`config.mk`:
```
export PLATFORM = sky130hd
export DESIGN_NAME = dsp_seq_nmul_flat
export DESIGN_NICKNAME = d
export VERILOG_FILES = /design/src/rtl/dsp_seq_nmul_pkg.sv /design/src/rtl/dsp_seq_nmul_if.sv /design/src/rtl/dsp_seq_nmul_16mul.sv /design/src/rtl/dsp_seq_nmul.sv /design/src/flat_wrapper.sv
export SDC_FILE = /design/constraint.sdc
export NUM_CORES = 1
export LEC_CHECK = 0
export CAP_MARGIN = 20
export CORE_MARGIN = 1
export CORE_UTILIZATION = 56
export CTS_CLUSTER_DIAMETER = 150
export DETAILED_ROUTE_END_ITERATION = 12
export HOLD_SLACK_MARGIN = 0.15
export PLACE_DENSITY = 0.75
export SLEW_MARGIN = 0
export SYNTH_ARGS = -nofsm -noshare
export SYNTH_HDL_FRONTEND = slang
export SYNTH_SLANG_ARGS = --single-unit
```
`constraint.sdc`:
```
create_clock -name clk -period 22.7 [get_ports clk]
set_input_delay 3.405 -clock clk [delete_from_list [all_inputs] [get_ports clk]]
set_output_delay 3.405 -clock clk [all_outputs]
set_load 0.01 [all_outputs]
```
`src/rtl/dsp_seq_nmul_pkg.sv`:
```
// Shared definitions for the sequential N-operand signed multiplier.
//   LIMB       : limb width of the shared 16x16 multiplier
//   state_t    : controller states
//   limbs_of   : number of 16-bit limbs in a w-bit word
//   idx_width  : counter width able to index n items (at least 1 bit)
package dsp_seq_nmul_pkg;

    localparam int LIMB = 16;

    typedef enum logic [2:0] {
        ST_IDLE,
        ST_ABS,
        ST_MUL,
        ST_SIGN,
        ST_DONE
    } state_t;

    function automatic int limbs_of(input int w);
        return w / LIMB;
    endfunction

    function automatic int idx_width(input int n);
        return (n > 1) ? $clog2(n) : 1;
    endfunction

endpackage

```
`src/rtl/dsp_seq_nmul_if.sv`:
```
// Operand/result handshake bundle for dsp_seq_nmul.
//   in_valid/in_ready/in_data    : operand set, operand k at in_data[k*WIDTH +: WIDTH]
//   out_valid/out_ready/out_data : signed product, NOPS*WIDTH bits
//   master = producer/consumer side, slave = multiplier side
interface dsp_seq_nmul_if #(
    parameter int WIDTH = 16,
    parameter int NOPS  = 3
);
    logic                    in_valid;
    logic                    in_ready;
    logic [NOPS*WIDTH-1:0]   in_data;
    logic                    out_valid;
    logic                    out_ready;
    logic [NOPS*WIDTH-1:0]   out_data;

    modport master (
        output in_valid, in_data, out_ready,
        input  in_ready, out_valid, out_data
    );

    modport slave (
        input  in_valid, in_data, out_ready,
        output in_ready, out_valid, out_data
    );
endinterface

```
`src/rtl/dsp_seq_nmul_16mul.sv`:
```
// Combinational unsigned 16x16 -> 32 multiplier (the single shared DSP slice).
//   a, b : unsigned limbs
//   p    : full 32-bit product
module dsp_seq_nmul_16mul (
    input  logic [15:0] a,
    input  logic [15:0] b,
    output logic [31:0] p
);
    assign p = 32'(a) * 32'(b);
endmodule

```
`src/rtl/dsp_seq_nmul.sv`:
```
// Sequential signed product of NOPS operands of WIDTH bits using one 16x16
// multiplier over 16-bit limbs in sign-magnitude form.
//   clk, rst : clock, asynchronous active-high reset
//   io       : operand/result handshake (slave side)
//   busy     : high in every state except IDLE
//
// state   | meaning
// IDLE    | waiting for an operand set, in_ready high
// ABS     | operands replaced by magnitudes, result sign and zero detect
// MUL     | one limb product per cycle accumulated into nsum_q
// SIGN    | apply result sign to the magnitude product
// DONE    | result presented until out_ready
module dsp_seq_nmul
    import dsp_seq_nmul_pkg::*;
#(
    parameter int WIDTH = 16,
    parameter int NOPS  = 3
) (
    input  logic               clk,
    input  logic               rst,
    dsp_seq_nmul_if.slave      io,
    output logic               busy
);
    localparam int L  = limbs_of(WIDTH);
    localparam int OW = NOPS * WIDTH;
    localparam int NL = OW / LIMB;
    localparam int IW = idx_width(NL);
    localparam int JW = idx_width(L);
    localparam int KW = idx_width(NOPS);
    localparam int SW = $clog2(OW) + 1;

    state_t            state;
    logic [WIDTH-1:0]  op_q [NOPS];
    logic [OW-1:0]     acc;
    logic [OW-1:0]     nsum_q;
    logic              sign_out;
    logic [IW-1:0]     i_cnt;
    logic [JW-1:0]     j_cnt;
    logic [KW-1:0]     k_cnt;

    logic [WIDTH-1:0]  mag [NOPS];
    logic              neg_all;
    logic              any_zero;
    logic [15:0]       acc_limb;
    logic [15:0]       op_limb;
    logic [31:0]       prod;
    logic [SW-1:0]     sh_amt;
    logic [OW-1:0]     nsum;
    logic              i_last;
    logic              j_last;
    logic              step_last;

    // Magnitude of -2^(WIDTH-1) wraps to itself, which is correct when read unsigned.
    always_comb begin
        neg_all  = 1'b0;
        any_zero = 1'b0;
        for (int n = 0; n < NOPS; n++) begin
            mag[n]   = op_q[n][WIDTH-1] ? -op_q[n] : op_q[n];
            neg_all  = neg_all ^ op_q[n][WIDTH-1];
            any_zero = any_zero | (op_q[n] == '0);
        end
    end

    always_comb begin
        acc_limb  = acc[LIMB*int'(i_cnt) +: LIMB];
        op_limb   = op_q[k_cnt][LIMB*int'(j_cnt) +: LIMB];
        sh_amt    = SW'(LIMB * (int'(i_cnt) + int'(j_cnt)));
        // Products landing above OW are provably zero, so truncation is exact.
        nsum      = nsum_q + (OW'(prod) << sh_amt);
        // During step k the accumulator holds k operands, i.e. k*L limbs.
        i_last    = (i_cnt == IW'(int'(k_cnt) * L - 1));
        j_last    = (j_cnt == JW'(L - 1));
        step_last = (k_cnt == KW'(NOPS - 1));
    end

    dsp_seq_nmul_16mul u_mul (
        .a (acc_limb),
        .b (op_limb),
        .p (prod)
    );

    always_ff @(posedge clk or posedge rst) begin
        if (rst) begin
            state        <= ST_IDLE;
            io.in_ready  <= 1'b1;
            io.out_valid <= 1'b0;
            io.out_data  <= '0;
            busy         <= 1'b0;
            acc          <= '0;
            nsum_q       <= '0;
            sign_out     <= 1'b0;
            i_cnt        <= '0;
            j_cnt        <= '0;
            k_cnt        <= '0;
            for (int n = 0; n < NOPS; n++) op_q[n] <= '0;
        end else begin
            case (state)
                ST_IDLE: begin
                    if (io.in_valid) begin
                        for (int n = 0; n < NOPS; n++) op_q[n] <= io.in_data[n*WIDTH +: WIDTH];
                        io.in_ready <= 1'b0;
                        busy        <= 1'b1;
                        state       <= ST_ABS;
                    end
                end
                ST_ABS: begin
                    for (int n = 0; n < NOPS; n++) op_q[n] <= mag[n];
                    sign_out <= neg_all;
                    i_cnt    <= '0;
                    j_cnt    <= '0;
                    k_cnt    <= KW'(1);
                    nsum_q   <= '0;
                    if (any_zero) begin
                        acc   <= '0;
                        state <= ST_SIGN;
                    end else begin
                        acc   <= OW'(mag[0]);
                        state <= ST_MUL;
                    end
                end
                ST_MUL: begin
                    if (i_last && j_last) begin
                        acc    <= nsum;
                        nsum_q <= '0;
                        i_cnt  <= '0;
                        j_cnt  <= '0;
                        if (step_last) state <= ST_SIGN;
                        else           k_cnt <= k_cnt + KW'(1);
                    end else begin
                        nsum_q <= nsum;
                        if (i_last) begin
                            i_cnt <= '0;
                            j_cnt <= j_cnt + JW'(1);
                        end else begin
                            i_cnt <= i_cnt + IW'(1);
                        end
                    end
                end
                ST_SIGN: begin
                    io.out_data  <= sign_out ? -acc : acc;
                    io.out_valid <= 1'b1;
                    state        <= ST_DONE;
                end
                ST_DONE: begin
                    if (io.out_ready) begin
                        io.out_valid <= 1'b0;
                        io.in_ready  <= 1'b1;
                        busy         <= 1'b0;
                        state        <= ST_IDLE;
                    end
                end
                default: state <= ST_IDLE;
            endcase
        end
    end
endmodule

```
`src/flat_wrapper.sv`:
```
// flat-port wrapper written by rule: the top's interface ports become plain ports
module dsp_seq_nmul_flat import dsp_seq_nmul_pkg::*;
#(
    parameter int WIDTH = 16,
    parameter int NOPS  = 3
)
  (clk, rst, busy, io_in_valid, io_in_data, io_out_ready, io_in_ready, io_out_valid, io_out_data);
  dsp_seq_nmul_if #(.WIDTH(WIDTH), .NOPS(NOPS)) io_i ();
  input  logic clk;
  input  logic rst;
  output logic busy;
  input wire logic [$bits(io_i.in_valid)-1:0] io_in_valid;
  input wire logic [$bits(io_i.in_data)-1:0] io_in_data;
  input wire logic [$bits(io_i.out_ready)-1:0] io_out_ready;
  output wire logic [$bits(io_i.in_ready)-1:0] io_in_ready;
  output wire logic [$bits(io_i.out_valid)-1:0] io_out_valid;
  output wire logic [$bits(io_i.out_data)-1:0] io_out_data;
  assign io_i.in_valid = io_in_valid;
  assign io_i.in_data = io_in_data;
  assign io_i.out_ready = io_out_ready;
  assign io_in_ready = io_i.in_ready;
  assign io_out_valid = io_i.out_valid;
  assign io_out_data = io_i.out_data;
  dsp_seq_nmul #(.WIDTH(WIDTH), .NOPS(NOPS)) u_core (.clk(clk), .rst(rst), .io(io_i), .busy(busy));
endmodule
```
======== Yosys cells after proc, flatten, opt, wreduce, memory -nomap -nowiden ========
Cells that the tools add are included.
operators by class
  add/subtract/negate cells ............... 10
  bitwise operators ....................... 6
  equality and inequality tests ........... 14
  shifts and indexed selects .............. 3
  multipliers ............................. 1
  mux-type cells .......................... 36
  order comparisons ....................... 1
  div/mod/pow operators ................... 0
  reduce and logical (&&, ||, !) cells .... 18
operators by type and width
  kind                count
  $pmux 48 s2         3
  $mux 48             4
  $mux 16             6
  $add 48x48->48      1
  $logic_not 16->1    3
  $neg 16->16         3
  $neg 48->48         1
  $shiftx 48x7->16    1
  $shl 32x7->48       1
  $bmux 16 s2         1
  $mul 16x16->32      1
  $shiftx 16x6->16    1
  $pmux 3 s5          1
  $mux 3              4
  $reduce_and 3->1    4
  $mux 2              4
  $ne 2x1->1 const B  4
  $pmux 1 s2          4
  $pmux 2 s2          2
  $reduce_and 2->1    4
  $reduce_bool 2->1   4
  $mux 1              7
  $eq 3x2->1 const B  2
  $ne 2x2->1 const B  3
  17 further kinds    20
word-level totals
  latch bits .............................. 0
  memories kept ........................... 0
  bits in read-only memories .............. 0
  RAM bits ................................ 0
  output and inout port bits .............. 51
  input bits .............................. 52
  flip-flop bits (word level) ............. 204
  word-level logic and storage cells ...... 105

======== Longest topological paths before layout ========
  depth after elaboration ................. 10
  gate-level depth with buffers ........... 43
  depth with buffers taken out ............ 39

======== By module ========
Synthesis repeated with hierarchy kept, for this count alone.
unflattened totals
  cells, all modules ...................... 2636
  area total of the unflattened synthesis .. 22450.3 µm²
modules (own cells, without submodules)
  module              times used  area an instance (µm²)  sequential area each (µm²)  cells each
  dsp_seq_nmul        1           13857.0                 5106.1                      1639
  dsp_seq_nmul_16mul  1           8593.2                  0.0                         997

======== Least setup slack after synthesis ========
No wires, ideal clock.
  kind .................................... reg-to-reg
  from .................................... reg u_core.k_cnt[1]
  to ...................................... reg u_core.acc[47]
  setup slack ............................. 12.663 ns
  library setup time ...................... 0.131 ns
  path buffers ............................ 3
  data required time ...................... 22.569 ns
  stages on the path, launching flop included .. 39
  arrival time ............................ 9.906 ns
  clock period less this slack ............ 10.037 ns
  cell sequence ........................... dfrtp_1 -> clkbuf_1 -> clkbuf_1 -> mux2i_1 -> nor2_1 -> a21oi_1 -> nor2_1 -> clkbuf_1 -> nand2_1 -> fa_1 -> inv_1 -> fa_1 -> fa_1 -> fa_1 -> fa_1 -> inv_1 -> fa_1 -> inv_1 -> [3 not listed] -> and3_1 -> a22oi_1 -> a31oi_1 -> a31oi_1 -> a21oi_1 -> o41ai_1 -> xor2_1 -> o22ai_1 -> ha_1 -> nand2_1 -> o21ai_0 -> or3_1 -> a21oi_1 -> o221ai_1 -> o41ai_1 -> nor4b_1 -> a221oi_1 -> nand3_1
between the ends
  longest elaborated chain between the ends .. 10
  elaborated cells on any way between the ends .. 15
  those cells by class .................... add/sub (2); mul (1); eq/ne (2); shift (2); mux (5); bitwise (1); reduce/logical (2)
ends and longest elaborated chain
  element                                     RTL line                 RTL
  start, declared                             dsp_seq_nmul.sv:39       logic [KW-1:0] k_cnt;
  start signal, assigned                      dsp_seq_nmul.sv:128      else k_cnt <= k_cnt + KW'(1);
  $not 2->3 (implied by the code)             dsp_seq_nmul.sv:66       op_limb = op_q[k_cnt][LIMB*int'(j_cnt) +: LIMB];
  $bmux 16 s2                                 dsp_seq_nmul.sv:66
  $mux 16 (implied by the code) (2 in a row)  dsp_seq_nmul.sv:66
  $shiftx 16x6->16                            dsp_seq_nmul.sv:66
  $mul 16x16->32                              dsp_seq_nmul_16mul.sv:9  assign p = 32'(a) * 32'(b);
  $shl 32x7->48                               dsp_seq_nmul.sv:69       nsum = nsum_q + (OW'(prod) << sh_amt);
  $add 48x48->48                              dsp_seq_nmul.sv:69
  $mux 48                                     dsp_seq_nmul.sv:122      if (i_last && j_last) begin
  $pmux 48 s2                                 dsp_seq_nmul.sv:97       case (state)
  end signal, assigned                        dsp_seq_nmul.sv:117      acc <= OW'(mag[0]);
  end signal, assigned                        dsp_seq_nmul.sv:123      acc <= nsum;
  end, declared                               dsp_seq_nmul.sv:34       logic [OW-1:0] acc;
Several ways; a longest one is shown, not always the timed one. The select of a mux whose other input is x is not followed.
A chain may end at the register's enable or synchronous reset.

======== Worst setup path in the final report ========
  from .................................... reg u_core.k_cnt[0]
  to ...................................... reg u_core.acc[47]
The elaborated chain is that of the path after synthesis.

==> results by group <==
Yosys
  • Cells after Synth: 2,596
  • Number of synthesized flops with an enable pin: 0
  • Seq cells post-synth: 204
  • Avg Inst Size Synth: 8.42 µm²
  • Register area share after synthesis: 23.3%
  • Synthesis warning total: 0
  • Dominant synthesized flop cell: dfrtp_1
  • Mapped Nets: 3,001
  • Syn Std Cell Area: 21,900 µm²
  • Async set-reset flop share out of synthesis: 100%
  • Yosys cell types: 71

Timing
  • Tmin final: 11,830 ps
  • Fmax: 0.0845 GHz
  • Final period util: 52.1%
  • RSZ-0062 raised after global routing: no
  • Max Slew Vio Count: 0
  • # setup viols final: 0
  • Fin Setup TNS: 0 ps
  • Max-Slew Margin vs Limit: 22.1%
  • Fin worst setup slack: 10,870 ps
  • Worst-Margin Slew: 1160 ps
  • Clock Skews: 9.99 ps
  • Fin. Hold Viols: 0

Outcome
  • Status: complete, no violations

Setup path
  • CP max-delay cell: nor2_1
  • Crit path DAT: 12,240 ps
  • Register-to-Register Path Depth: 36
  • Most used cell, CP: fa_1
  • R2r startpoint: u_core.k_cnt[0]
  • Worst Path Required: 23,110 ps
  • R2r setup slk: 10,870 ps
  • Worst reg2reg endpoint: u_core.acc[47]
  • Worst Path Max Fanout: 20
  • Crit path capture type: flop
  • Critical path type: reg -> reg
  • Crit path largest cell delay: 850 ps
  • CP Launch Type: flop

Detailed routing
  • Initial DRT Pass Iterations: 6
  • DR WL/cell: 22.0 µm
  • Post-route DRC: 0
  • Starting DRT DRC Count: 1,979
  • Via count: 19,600
  • Vias per std cell: 6.22
  • Final wirelength: 69,300 µm
  • Antenna Nets Post-Route: 0

Finish
  • Area Growth Syn to Fin: 10.5%
  • Layout cell share with drive strength beyond 1: 4.36%
  • Most frequent cells in the layout: nand2_1 (361), inv_1 (268), nor2_1 (214), dfrtp_1 (203), o21ai_0 (202)
  • Fill cells: 3,365
  • Post-layout utilization of the core: 62.7%
  • Post-route insts no fill: 3,154
  • Most common cell after layout, fill and taps aside: nand2_1
  • Final net count: 3,022

GRT
  • Largest net degree at the start of global routing: 134
  • Wire length of the first global-routing pass: 108,000 µm
  • Total grt overflow: 0
  • Vias in the first global route: 18,800
  • Tot GR Track Use: 35.5%
  • Initial antenna violation count: 1

Hold path
  • Hold Crit Depth: 2
  • Hold Path End: u_core.io.out_data[42]
  • Min-delay src: u_core.io.out_data[42]
  • Hold Crit Class: reg -> reg

Clock tree
  • Clk_lat worst skew: 540 ps
  • CTS tree: yes
  • CTS root buffer: clkbuf_16
  • CTS resizes: 0
  • CTS clk-pin slew, worst paths: 70 ps
  • CTS buffer count: 24
  • Deepest clock path buffer count: 3
  • Clock sinks: 204
  • Postcts setup bufs: 0
  • Hold-fix buffers, CTS: 0
  • H-tree depth: 1

Die
  • Die Y: 200 µm
  • I/O pin cnt: 103
  • Die footprint: 39,800 µm²
  • Row count: 72
  • Starting Density: 56.7%
  • Core box area: 38,600 µm²
  • Die width: 200 µm

Placed design
  • Placed insts: 3,106
  • GPL Wtd Cong: 0.997
  • HPWL after DPL: 54,300 µm
  • I/O Buffers: 102
  • Dpl ws: 10,740 ps

Flow run
  • Max_cap viols: 0
cells in the mapped netlist (39+ instances only):
| cell | number | area (µm²) |
|---|---|---|
| a21oi_1 | 106 | 531 |
| a22o_1 | 48 | 420 |
| clkbuf_1 | 127 | 477 |
| dfrtp_1 | 203 | 5080 |
| fa_1 | 195 | 3900 |
| ha_1 | 158 | 1980 |
| inv_1 | 269 | 1010 |
| mux2i_1 | 40 | 400 |
| nand2_1 | 363 | 1360 |
| nand3_1 | 39 | 195 |
| nor2_1 | 219 | 822 |
| nor3_1 | 57 | 285 |
| o21ai_0 | 202 | 1010 |
| xnor2_1 | 53 | 464 |
| xor2_1 | 79 | 692 |
metrics by stage:
stage | hold slack (ps) | cell area, µm²
final | 480 | 24200
after global routing | 506 | 24200
after CTS | 483 | 24100
after detailed placement | 470 | 23200
after global placement | 466 | 23200
after floorplan | 456 | 21900
per-layer routing:
metal  vias to the layer above  wire (µm)  GRT usage, %
met5                         -         13             0
met4                         2       2250          10.3
met3                       138       6880          6.68
met2                       957      31100          54.7
met1                      9681      29100          50.8
li1                       8834          -             -
worst max path at each step:
stage | depth (start not counted) | slack [ps] | from | to
3_3_place_gp | 35 | 11370 | u_core.k_cnt[0] | u_core.acc[47]
5_1_grt | 36 | 10240 | u_core.k_cnt[0] | u_core.acc[47]
2_1_floorplan | 38 | 12660 | u_core.k_cnt[1] | u_core.acc[47]
6_report | 36 | 10870 | u_core.k_cnt[0] | u_core.acc[47]
4_1_cts | 35 | 10690 | u_core.k_cnt[0] | u_core.nsum_q[47]
3_5_place_dp | 35 | 10740 | u_core.k_cnt[0] | u_core.nsum_q[47]
critical path, delay by kind of cell, from the launching register on:
family / cells / cell delay, ps
adders and majority gates: 8 / 3910
buffers and inverters: 5 / 560
AOI/OAI and AO/OA: 12 / 3360
and+or+nand+nor: 10 / 3060
xor gates and xnor gates: 1 / 140
DFF: 1 / 670
area by class of cell:
cell class / count / area [µm²] / share of cell area (%)
multi-input cells: 1986 / 15200 / 63.1
flip-flops and latches: 204 / 5110 / 21.1
repair buffers: 132 / 1240 / 5.15
inverters: 269 / 1020 / 4.21
clock buffers: 29 / 661 / 2.73
well taps: 518 / 648 / 2.68
clock inverters: 15 / 240 / 0.994
diodes: 1 / 2.50 / 0.0104
flip-flops by register name (all words and copies together), names as in the netlist:
name	flops
u_core.acc	48
u_core.io.out_data	48
u_core.nsum_q	48
u_core.op_q	48
u_core.state	3
u_core.i_cnt	2
u_core.k_cnt	2
u_core.busy	1
u_core.io.in_ready	1
u_core.io.out_valid	1
u_core.j_cnt	1
u_core.sign_out	1
cells by family (layout without fill, tap and decap cells):
family	Yosys count	after routing	synth area share, %
adders and majority gates	353	353	26.9
AOI/OAI and AO/OA	604	604	17.8
muxes	42	42	1.93
xor gates and xnor gates	132	132	5.29
other	0	1	0
DFF	204	204	23.3
and+or+nand+nor	855	855	17.7
buffers and inverters	406	445	7.04
Power is left out: the tool's default activity adds up to more than one toggle a clock period on the data nets, which glitch-free logic cannot reach.
